**src/rtl/mixcol_sched_if.sv**
```systemverilog
// mixcol_sched_if
//   Groups the input and output valid/ready handshakes of the MixColumns
//   sequencer into one bundle.
//
//   Signals:
//     in_valid   producer -> sched   in_state is valid
//     in_ready   sched -> producer   sequencer can accept a state
//     in_state   producer -> sched   128-bit AES state (column 0 in [127:96])
//     out_valid  sched -> consumer   out_state is valid
//     out_ready  consumer -> sched   consumer accepts out_state
//     out_state  sched -> consumer   mixed 128-bit state
//     busy       sched -> monitor    transform in progress or result pending
//     bypass     producer -> sched   only with MIXCOL_BYPASS_EN: skip mixing
//
//   Modports: slave = the sequencer, master = producer/consumer side.
interface mixcol_sched_if;
  logic         in_valid;
  logic         in_ready;
  logic [127:0] in_state;
  logic         out_valid;
  logic         out_ready;
  logic [127:0] out_state;
  logic         busy;
`ifdef MIXCOL_BYPASS_EN
  logic         bypass;
`endif

  modport slave (
`ifdef MIXCOL_BYPASS_EN
    input  bypass,
`endif
    input  in_valid,
    input  in_state,
    input  out_ready,
    output in_ready,
    output out_valid,
    output out_state,
    output busy
  );

  modport master (
`ifdef MIXCOL_BYPASS_EN
    output bypass,
`endif
    output in_valid,
    output in_state,
    output out_ready,
    input  in_ready,
    input  out_valid,
    input  out_state,
    input  busy
  );
endinterface

```
**src/rtl/mixcol_sched.sv**
```systemverilog
// mixcol_sched
//   AES encryption MixColumns sequencer. Accepts a 128-bit state, mixes one
//   column per cycle through four shared GF(2^8) doubling units and returns
//   the mixed state. Latency from accept edge to out_valid is 4 edges.
//
//   Ports:
//     clk   system clock, rising edge
//     rst   synchronous reset, active-high
//     bus   mixcol_sched_if.slave: in_valid/in_ready/in_state,
//           out_valid/out_ready/out_state, busy (and bypass, see below)
//
//   Optional feature: define MIXCOL_BYPASS_EN to add the bypass input. A state
//   accepted with bypass=1 is forwarded unmixed (final AES round), with
//   out_valid high one edge after the accept.

// Multiply a byte by 2 in GF(2^8) modulo x^8+x^4+x^3+x+1.
module lut_mult_2 (
  input  logic [7:0] a,
  output logic [7:0] y
);
  function automatic logic [7:0] xtime(input logic [7:0] b);
    return {b[6:0], 1'b0} ^ (b[7] ? 8'h1b : 8'h00);
  endfunction

  assign y = xtime(a);
endmodule

module mixcol_sched #(
  parameter int NUM_COLS = 4
) (
  input  logic          clk,
  input  logic          rst,
  mixcol_sched_if.slave bus
);
  typedef enum logic [1:0] {
    IDLE = 2'd0,
    COL  = 2'd1,
    DONE = 2'd2
  } state_t;

  localparam logic [1:0] LAST_COL = 2'(NUM_COLS - 1);

  state_t       state;
  state_t       state_next;
  logic [1:0]   col_cnt;
  logic [127:0] st;          // state latched at the input handshake
  logic [127:0] out_state_q;
  logic [127:0] out_next;
  logic         in_ready_q;
  logic         out_valid_q;
  logic         busy_q;
  logic         accept;
  logic         out_fire;
  logic [31:0]  col_in;
  logic [31:0]  col_out;
  logic [7:0]   a [4];
  logic [7:0]   x [4];

  assign accept   = bus.in_valid & in_ready_q;
  assign out_fire = out_valid_q & bus.out_ready;

  assign bus.in_ready  = in_ready_q;
  assign bus.out_valid = out_valid_q;
  assign bus.out_state = out_state_q;
  assign bus.busy      = busy_q;

  // Select the active column from the latched state.
  always_comb begin
    col_in = st[127:96];
    case (col_cnt)
      2'd0:    col_in = st[127:96];
      2'd1:    col_in = st[95:64];
      2'd2:    col_in = st[63:32];
      2'd3:    col_in = st[31:0];
      default: col_in = st[127:96];
    endcase
  end

  // Shared doubling units and the per-row mix: b_r = 2a_r ^ 3a_{r+1} ^ a_{r+2} ^ a_{r+3}.
  for (genvar r = 0; r < 4; r++) begin : g_row
    assign a[r] = col_in[31-8*r -: 8];
    lut_mult_2 u_mul2 (.a(a[r]), .y(x[r]));
    assign col_out[31-8*r -: 8] = x[r] ^ x[(r+1)%4] ^ a[(r+1)%4] ^ a[(r+2)%4] ^ a[(r+3)%4];
  end

  // Merge the freshly mixed column into the output state at col_cnt.
  always_comb begin
    out_next = out_state_q;
    case (col_cnt)
      2'd0:    out_next[127:96] = col_out;
      2'd1:    out_next[95:64]  = col_out;
      2'd2:    out_next[63:32]  = col_out;
      2'd3:    out_next[31:0]   = col_out;
      default: out_next         = out_state_q;
    endcase
  end

  // Next-state logic.
  always_comb begin
    state_next = state;
    case (state)
      IDLE: begin
        if (accept) begin
`ifdef MIXCOL_BYPASS_EN
          if (bus.bypass) state_next = DONE;
          else            state_next = COL;
`else
          state_next = COL;
`endif
        end else begin
          state_next = IDLE;
        end
      end
      COL: begin
        if (col_cnt == LAST_COL) state_next = DONE;
        else                     state_next = COL;
      end
      DONE: begin
        if (out_fire) state_next = IDLE;
        else          state_next = DONE;
      end
      default: state_next = IDLE;
    endcase
  end

  // State register; handshake flags are registered from the next state.
  always_ff @(posedge clk) begin
    if (rst) begin
      state       <= IDLE;
      in_ready_q  <= 1'b1;
      out_valid_q <= 1'b0;
      busy_q      <= 1'b0;
    end else begin
      state       <= state_next;
      in_ready_q  <= (state_next == IDLE);
      out_valid_q <= (state_next == DONE);
      busy_q      <= (state_next != IDLE);
    end
  end

  // Datapath: input latch, column counter and output state.
  always_ff @(posedge clk) begin
    if (rst) begin
      st          <= 128'h0;
      out_state_q <= 128'h0;
      col_cnt     <= 2'd0;
    end else begin
      case (state)
        IDLE: begin
          if (accept) begin
            st      <= bus.in_state;
            col_cnt <= 2'd0;
`ifdef MIXCOL_BYPASS_EN
            if (bus.bypass) out_state_q <= bus.in_state;
`endif
          end
        end
        COL: begin
          out_state_q <= out_next;
          col_cnt     <= col_cnt + 2'd1;
        end
        default: begin
          col_cnt <= col_cnt;
        end
      endcase
    end
  end
endmodule
```
**src/flat_wrapper.sv**
```systemverilog
// flat-port wrapper written by rule: the top's interface ports become plain ports
module mixcol_sched_flat 
#(
  parameter int NUM_COLS = 4
)
  (clk, rst, bus_in_valid, bus_in_state, bus_out_ready, bus_in_ready, bus_out_valid, bus_out_state, bus_busy);
  mixcol_sched_if bus_i ();
  input  logic clk;
  input  logic rst;
  input wire logic [$bits(bus_i.in_valid)-1:0] bus_in_valid;
  input wire logic [$bits(bus_i.in_state)-1:0] bus_in_state;
  input wire logic [$bits(bus_i.out_ready)-1:0] bus_out_ready;
  output wire logic [$bits(bus_i.in_ready)-1:0] bus_in_ready;
  output wire logic [$bits(bus_i.out_valid)-1:0] bus_out_valid;
  output wire logic [$bits(bus_i.out_state)-1:0] bus_out_state;
  output wire logic [$bits(bus_i.busy)-1:0] bus_busy;
  assign bus_i.in_valid = bus_in_valid;
  assign bus_i.in_state = bus_in_state;
  assign bus_i.out_ready = bus_out_ready;
  assign bus_in_ready = bus_i.in_ready;
  assign bus_out_valid = bus_i.out_valid;
  assign bus_out_state = bus_i.out_state;
  assign bus_busy = bus_i.busy;
  mixcol_sched #(.NUM_COLS(NUM_COLS)) u_core (.clk(clk), .rst(rst), .bus(bus_i));
endmodule
```
**config.mk**
```make
export PLATFORM = sky130hd
export DESIGN_NAME = mixcol_sched_flat
export DESIGN_NICKNAME = d
export VERILOG_FILES = /design/src/rtl/mixcol_sched_if.sv /design/src/rtl/mixcol_sched.sv /design/src/flat_wrapper.sv
export SDC_FILE = /design/constraint.sdc
export NUM_CORES = 1
export LEC_CHECK = 0
export CAP_MARGIN = 30
export CORE_MARGIN = 2
export CORE_UTILIZATION = 48
export CTS_BUF_LIST = sky130_fd_sc_hd__clkbuf_2 sky130_fd_sc_hd__clkbuf_4 sky130_fd_sc_hd__clkbuf_8
export DETAILED_ROUTE_END_ITERATION = 8
export PLACE_DENSITY = 0.77
export SLEW_MARGIN = 20
export SYNTH_ARGS = -nofsm -noshare
export SYNTH_HDL_FRONTEND = slang
export SYNTH_SLANG_ARGS = --single-unit
```
**constraint.sdc**
```tcl
create_clock -name clk -period 8.3 [get_ports clk]
set_input_delay 1.245 -clock clk [delete_from_list [all_inputs] [get_ports clk]]
set_output_delay 1.245 -clock clk [all_outputs]
set_load 0.01 [all_outputs]
```
# ---- Word level (Yosys, flattened, before mapping)
# Index checks and enable logic that the tools add are counted.
dict set report op_classes {
  addsub 1
  eq_ne 7
  n_mux 11
  bitwise 22
  reduce_logical 11
}
# cell n
set op_table {}
lappend op_table {{$xor A8 B8 Y8} 20}
lappend op_table {{$pmux W32 S4} 1}
lappend op_table {{$mux W5} 4}
lappend op_table {{$reduce_and A2 Y1} 6}
lappend op_table {{$eq A2 B2 Y1 const B} 4}
lappend op_table {{$logic_not A2 Y1} 3}
lappend op_table {{$mux W2} 3}
lappend op_table {{$pmux W2 S3} 1}
lappend op_table {{$eq A2 B1 Y1 const B} 2}
lappend op_table {{$pmux W2 S2} 1}
lappend op_table {{$reduce_bool A2 Y1} 2}
lappend op_table {{$add A2 B1 Y2 const B} 1}
lappend op_table {{$and A1 B1 Y1} 2}
lappend op_table {{$ne A2 B1 Y1 const B} 1}
lappend op_table {{$mux W1} 1}
dict set report word_totals {
  reg_bits 263
  inputBits 132
}

# ---- Depth between registers and ports, before layout
dict set report depth {
  ltp_word 8
  ltp_mapped 11
}

# ---- By module
# A second synthesis with hierarchy kept.
dict set report unflattened {
  hier_cells 1216
  hier_area_um2 11136.9
}
# module n_inst cells_each area_per_inst_um2 seq_area_each_um2
set by_module_without_submodules {}
lappend by_module_without_submodules {mixcol_sched 1 1184 10881.7 5265.0}
lappend by_module_without_submodules {lut_mult_2 4 8 63.8 0.0}

# ---- Worst setup path before layout
# No wires, ideal clock.
dict set report synth_timing {
  path_kind {reg-to-reg}
  startpoint {reg u_core.col_cnt[0]}
  endpoint {reg u_core.out_state_q[115] (netlist: u_core.bus.out_state[115])}
  setup_time_ns 0.070
  arrival_ns 2.548
  required_ns 8.230
  slack_ns 5.681
  stages_incl_launch_ff 11
  n_path_buf 1
  period_less_slack_ns 2.619
  path_cell_list {dfxtp_1 -> inv_1 -> ha_1 -> clkbuf_1 -> a222oi_1 -> xor2_1 -> o21ai_0 -> xnor2_1 -> xnor2_1 -> nand2_1 -> a21oi_1}
}
dict set report synth_between {
  elab_chain_len 8
}
# item line_no
set synth_lines {}
lappend synth_lines {{from (decl)} mixcol_sched.sv:45} ;# logic [1:0] col_cnt;
lappend synth_lines {{from (signal assigned)} mixcol_sched.sv:160} ;# col_cnt <= col_cnt + 2'd1;
lappend synth_lines {{from (signal assigned)} mixcol_sched.sv:163} ;# col_cnt <= col_cnt;
lappend synth_lines {{$eq A2 B2 Y1, or another cell as far along} mixcol_sched.sv:70} ;# case (col_cnt)
lappend synth_lines {{$pmux W32 S4} mixcol_sched.sv:70}
lappend synth_lines {{$mux W5} mixcol_sched.sv:22} ;# return {b[6:0], 1'b0} ^ (b[7] ? 8'h1b : 8'h00);
lappend synth_lines {{$xor A8 B8 Y8} mixcol_sched.sv:22}
lappend synth_lines {{$xor A8 B8 Y8 (4 in series)} mixcol_sched.sv:83} ;# assign col_out[31-8*r -: 8] = x[r] ^ x[(r+1)%4] ^ a[(r+1)%4] ^ a[(r+2)%4] ^ a[(r+3)%4];
lappend synth_lines {{to (signal assigned)} mixcol_sched.sv:159} ;# out_state_q <= out_next;
lappend synth_lines {{to (decl)} mixcol_sched.sv:47} ;# logic [127:0] out_state_q;
# Several ways; a longest one is shown, not always the timed one.
# A chain may end at the register's enable or synchronous reset.

# ---- Worst setup path in the final report
dict set report layout_timing {
  startpoint {reg u_core.col_cnt[1]}
  endpoint {reg u_core.out_state_q[115] (netlist: u_core.bus.out_state[115])}
}
# Same word-level chain as after synthesis.

==> metrics.txt <==
# TYPE chip_impl_metric gauge
chip_impl_info{name="critical_path.startpoint_type",value="flip-flop"} 1
chip_impl_metric{name="cts-buffers-inserted",unit=""} 41
chip_impl_metric{name="ctsHoldBuffers",unit=""} 0
chip_impl_metric{name="maxSlewViolCount",unit=""} 0
chip_impl_metric{name="placeableCoreArea",unit="µm²"} 23300
chip_impl_metric{name="p_leak",unit="nW"} 5.26
chip_impl_metric{name="grt_first_pass_wirelength",unit="µm"} 51500
chip_impl_metric{name="num_rows",unit=""} 56
chip_impl_metric{name="dr_total_vias",unit=""} 10200
chip_impl_metric{name="yosys_warn_count",unit=""} 0
chip_impl_metric{name="antenna_cells",unit=""} 0
chip_impl_metric{name="numPortBuffers",unit=""} 262
chip_impl_metric{name="synth_cells",unit=""} 1380
chip_impl_metric{name="cts_sinks",unit=""} 263
chip_impl_metric{name="die_outline_area",unit="µm²"} 24700
chip_impl_metric{name="ctsResizeCount",unit=""} 0
chip_impl_metric{name="regArea",unit="µm²"} 5270
chip_impl_info{name="clock-root-buffer",value="sky130_fd_sc_hd__clkbuf_8"} 1
chip_impl_info{name="hold_start",value="u_core.bus.out_state[69]$_SDFFE_PP0P_"} 1
chip_impl_metric{name="avgSynthCellArea",unit="µm²"} 8.16
chip_impl_metric{name="global_placer_s_final_weighted_congestion",unit=""} 0.911
chip_impl_metric{name="power",unit="W"} 0.00324
chip_impl_metric{name="power.density",unit="nW/µm²"} 216
chip_impl_metric{name="regToRegSetupSlack",unit="ps"} 4550
chip_impl_metric{name="cp.arrival",unit="ps"} 4190
chip_impl_metric{name="max-clock-path-buffers",unit=""} 3
chip_impl_metric{name="top_level_port_count",unit=""} 263
chip_impl_metric{name="die_height",unit="µm"} 157
chip_impl_info{name="outcome",value="completed"} 1
chip_impl_metric{name="final.setup_skew",unit="ps"} 24.4
chip_impl_info{name="most_frequent_cell_after_synthesis",value="sky130_fd_sc_hd__nand2_1"} 1
chip_impl_info{name="synth.top_cells.by_area",value="sky130_fd_sc_hd__dfxtp_1 47%, sky130_fd_sc_hd__nand2_1 13%, sky130_fd_sc_hd__xnor2_1 10%"} 1
chip_impl_info{name="hold_class",value="flip-flop to flip-flop"} 1
chip_impl_metric{name="detailedRoute.firstIterationViolations",unit=""} 962
chip_impl_metric{name="path_clk_slew",unit="ps"} 60
chip_impl_metric{name="worst_hold_path.num_cells",unit=""} 2
chip_impl_metric{name="chipWidth",unit="µm"} 157
chip_impl_info{name="rsz0062_at_grt",value="false"} 1
chip_impl_metric{name="finalSetupViolations",unit=""} 0
chip_impl_info{name="setup.worst_path.class",value="flip-flop to flip-flop"} 1
chip_impl_metric{name="slew-limit-headroom",unit="%"} 22.8
chip_impl_metric{name="cap_violations",unit=""} 0
chip_impl_metric{name="worst_skew_pair.late_latency",unit="ps"} 540
chip_impl_info{name="min_delay_worst_endpoint",value="u_core.bus.out_state[69]$_SDFFE_PP0P_"} 1
chip_impl_metric{name="fill_cells",unit=""} 2041
chip_impl_metric{name="route.final.wire_length",unit="µm"} 33500
chip_impl_metric{name="min_period",unit="ps"} 3750
chip_impl_metric{name="post_synth_num_cell_types",unit=""} 30
chip_impl_info{name="post_synth_top_cells",value="396 x sky130_fd_sc_hd__nand2_1, 263 x sky130_fd_sc_hd__dfxtp_1, 172 x sky130_fd_sc_hd__a21oi_1, 134 x sky130_fd_sc_hd__xnor2_1, 94 x sky130_fd_sc_hd__clkbuf_1"} 1
chip_impl_metric{name="postLayoutCellArea",unit="µm²"} 15000
chip_impl_info{name="synth.largest_area_cell",value="sky130_fd_sc_hd__dfxtp_1"} 1
chip_impl_metric{name="post_synthesis_async_set_or_reset_flop_share",unit="%"} 0
chip_impl_metric{name="postCtsSetupBuffers",unit=""} 0
chip_impl_info{name="r2r_end",value="u_core.bus.out_state[115]$_SDFFE_PP0P_"} 1
chip_impl_metric{name="postSynthNetCount",unit=""} 1517
chip_impl_metric{name="timing.final.hold_violations",unit=""} 0
chip_impl_metric{name="start_util",unit="%"} 48.4
chip_impl_metric{name="antenna_left",unit=""} 0
chip_impl_metric{name="route.detailed.drc",unit=""} 0
chip_impl_metric{name="multi_input_comb_area",unit="µm²"} 5590
chip_impl_info{name="worst_setup_path_startpoint",value="u_core.col_cnt[1]$_SDFFE_PP0P_"} 1
chip_impl_metric{name="maximum_number_of_pins_on_one_net_before_global_route_repair",unit=""} 132
chip_impl_metric{name="grt_antenna_before_repair",unit=""} 0
chip_impl_metric{name="overflow",unit=""} 0
chip_impl_metric{name="wl_per_cell",unit="µm"} 17.2
chip_impl_metric{name="critical_path.max_fanout",unit=""} 30
chip_impl_metric{name="clock_tree.htree_level_count",unit=""} 2
chip_impl_metric{name="yosys_register_bits",unit=""} 263
chip_impl_metric{name="number_of_global_route_vias_before_repair",unit=""} 9765
chip_impl_metric{name="design.final.nets",unit=""} 1732
chip_impl_metric{name="synth.yosys.seq_area_share",unit="%"} 46.7
chip_impl_metric{name="detail_route.vias_per_cell",unit=""} 5.26
chip_impl_metric{name="synth_edf_count",unit=""} 0
chip_impl_metric{name="post_synth_instance_area",unit="µm²"} 11300
chip_impl_info{name="synth_flop_cell",value="sky130_fd_sc_hd__dfxtp_1"} 1
chip_impl_metric{name="timing.final.crit_share",unit="%"} 45.2
chip_impl_info{name="tritoncts_clock_tree",value="done"} 1
chip_impl_metric{name="dr.pass1.iters",unit=""} 7
chip_impl_metric{name="final.setup.tns",unit="ps"} 0
chip_impl_metric{name="worstMarginPinSlew",unit="ps"} 1160
chip_impl_info{name="critPathCaptureType",value="flip-flop"} 1
chip_impl_metric{name="cp_data_required_time",unit="ps"} 8740
chip_impl_metric{name="post_synthesis_to_final_layout_area_growth",unit="%"} 33.0
chip_impl_metric{name="reg2reg_depth",unit=""} 11
chip_impl_metric{name="synth_largest_type_area_fraction",unit="%"} 46.7
chip_impl_metric{name="max_freq",unit="GHz"} 0.267
chip_impl_metric{name="place.detailed.hpwl",unit="µm"} 24100
chip_impl_metric{name="grt_usage",unit="%"} 26.5
chip_impl_info{name="reg2reg_from",value="u_core.col_cnt[1]$_SDFFE_PP0P_"} 1
chip_impl_metric{name="peakVddDrop",unit="mV"} 0.0990
chip_impl_metric{name="placement.cell_area",unit="µm²"} 14000
chip_impl_metric{name="layout-drive-gt1-share",unit="%"} 6.40
metal layers:
layer,vias up,share of wire (%),track usage (%)
li1,5030,-,-
met1,4736,42,34.3
met2,410,48,45.0
met3,56,7.6,5.12
met4,0,2.0,7.53
met5,-,0,0
per-stage QoR:
stage	instances	hold WS (ps)	setup slack (ps)	utilization, %
floorplan	1380	436	5680	-
global placement	1865	435	4530	60.1
detailed placement	1867	442	4600	60.2
CTS	1941	455	4580	64.0
global route	1945	466	4370	64.4
finish	1945	452	4550	64.4
worst max-delay path by stage:
stage	to	slack (ps)	cells after the start
final	u_core.bus.out_state[115]$_SDFFE_PP0P_	4550	11
after global routing	u_core.bus.out_state[115]$_SDFFE_PP0P_	4370	11
after CTS	u_core.bus.out_state[3]$_SDFFE_PP0P_	4580	10
after detailed placement	u_core.bus.out_state[3]$_SDFFE_PP0P_	4600	10
after global placement	u_core.bus.out_state[95]$_SDFFE_PP0P_	4530	9
after floorplan	u_core.bus.out_state[115]$_SDFFE_PP0P_	5680	10
placed cells by master (no fill, tap or decap), types with 3 or more instances in the layout:
cell type,netlist,final
sky130_fd_sc_hd__clkbuf_4,0,18
sky130_fd_sc_hd__a222oi_1,32,32
sky130_fd_sc_hd__ha_1,5,4
sky130_fd_sc_hd__a21oi_1,172,171
sky130_fd_sc_hd__buf_12,0,3
sky130_fd_sc_hd__dfxtp_1,263,263
sky130_fd_sc_hd__and2_2,0,3
sky130_fd_sc_hd__buf_4,1,13
sky130_fd_sc_hd__inv_1,3,3
sky130_fd_sc_hd__mux2i_1,4,4
sky130_fd_sc_hd__nand2_1,396,396
sky130_fd_sc_hd__a22o_1,11,11
sky130_fd_sc_hd__xor2_1,46,46
sky130_fd_sc_hd__clkbuf_8,0,48
sky130_fd_sc_hd__clkinv_2,0,5
sky130_fd_sc_hd__a311oi_1,3,3
sky130_fd_sc_hd__a211oi_1,57,57
sky130_fd_sc_hd__o21ai_0,58,58
sky130_fd_sc_hd__clkdlybuf4s50_1,0,261
sky130_fd_sc_hd__nor2_1,70,70
sky130_fd_sc_hd__xnor2_1,134,134
worst max-delay path: stages (launching register included):
cell and delay (ps):
sky130_fd_sc_hd__dfxtp_1 370, sky130_fd_sc_hd__inv_1 100, sky130_fd_sc_hd__ha_1 280, sky130_fd_sc_hd__buf_4 270
sky130_fd_sc_hd__a222oi_1 620, sky130_fd_sc_hd__clkdlybuf4s18_2 370, sky130_fd_sc_hd__xor2_1 490, sky130_fd_sc_hd__o21ai_0 300
sky130_fd_sc_hd__xnor2_1 220, sky130_fd_sc_hd__xnor2_1 410, sky130_fd_sc_hd__nand2_1 90, sky130_fd_sc_hd__a21oi_1 140
sequential cells by signal (all words and copies together) (netlist names):
register              flops
u_core.bus.busy           1
u_core.bus.in_ready       1
u_core.bus.out_state    128
u_core.bus.out_valid      1
u_core.col_cnt            2
u_core.st               128
u_core.state              2
final cells by class:
cell class / instances / area share (%)
clock buffer: 66 / 5.31
clock inverter: 8 / 0.618
inverter: 3 / 0.0752
multi-input combinational: 1005 / 37.3
sequential: 263 / 35.2
tap: 319 / 2.66
timing repair buffer: 281 / 18.9
report_power, final:
group	total (W)	leakage [nW]	switching, W	internal, W
Sequential	0.00140	2.14	0.0000593	0.00134
Combinational	0.000690	2.64	0.000410	0.000280
Clock	0.00116	0.476	0.000486	0.000670
cells by family after synthesis:
family,after synthesis,share of synthesized area (%)
DFF,263,46.7
xor gates and xnor gates,180,14.0
AOI/OAI and AO/OA,337,18.2
and+or+nand+nor,478,16.2
muxes,5,0.478
adders and majority gates,5,0.555
buffers and inverters,112,3.88
No activity file was read; power rests on OpenSTA's default activity.
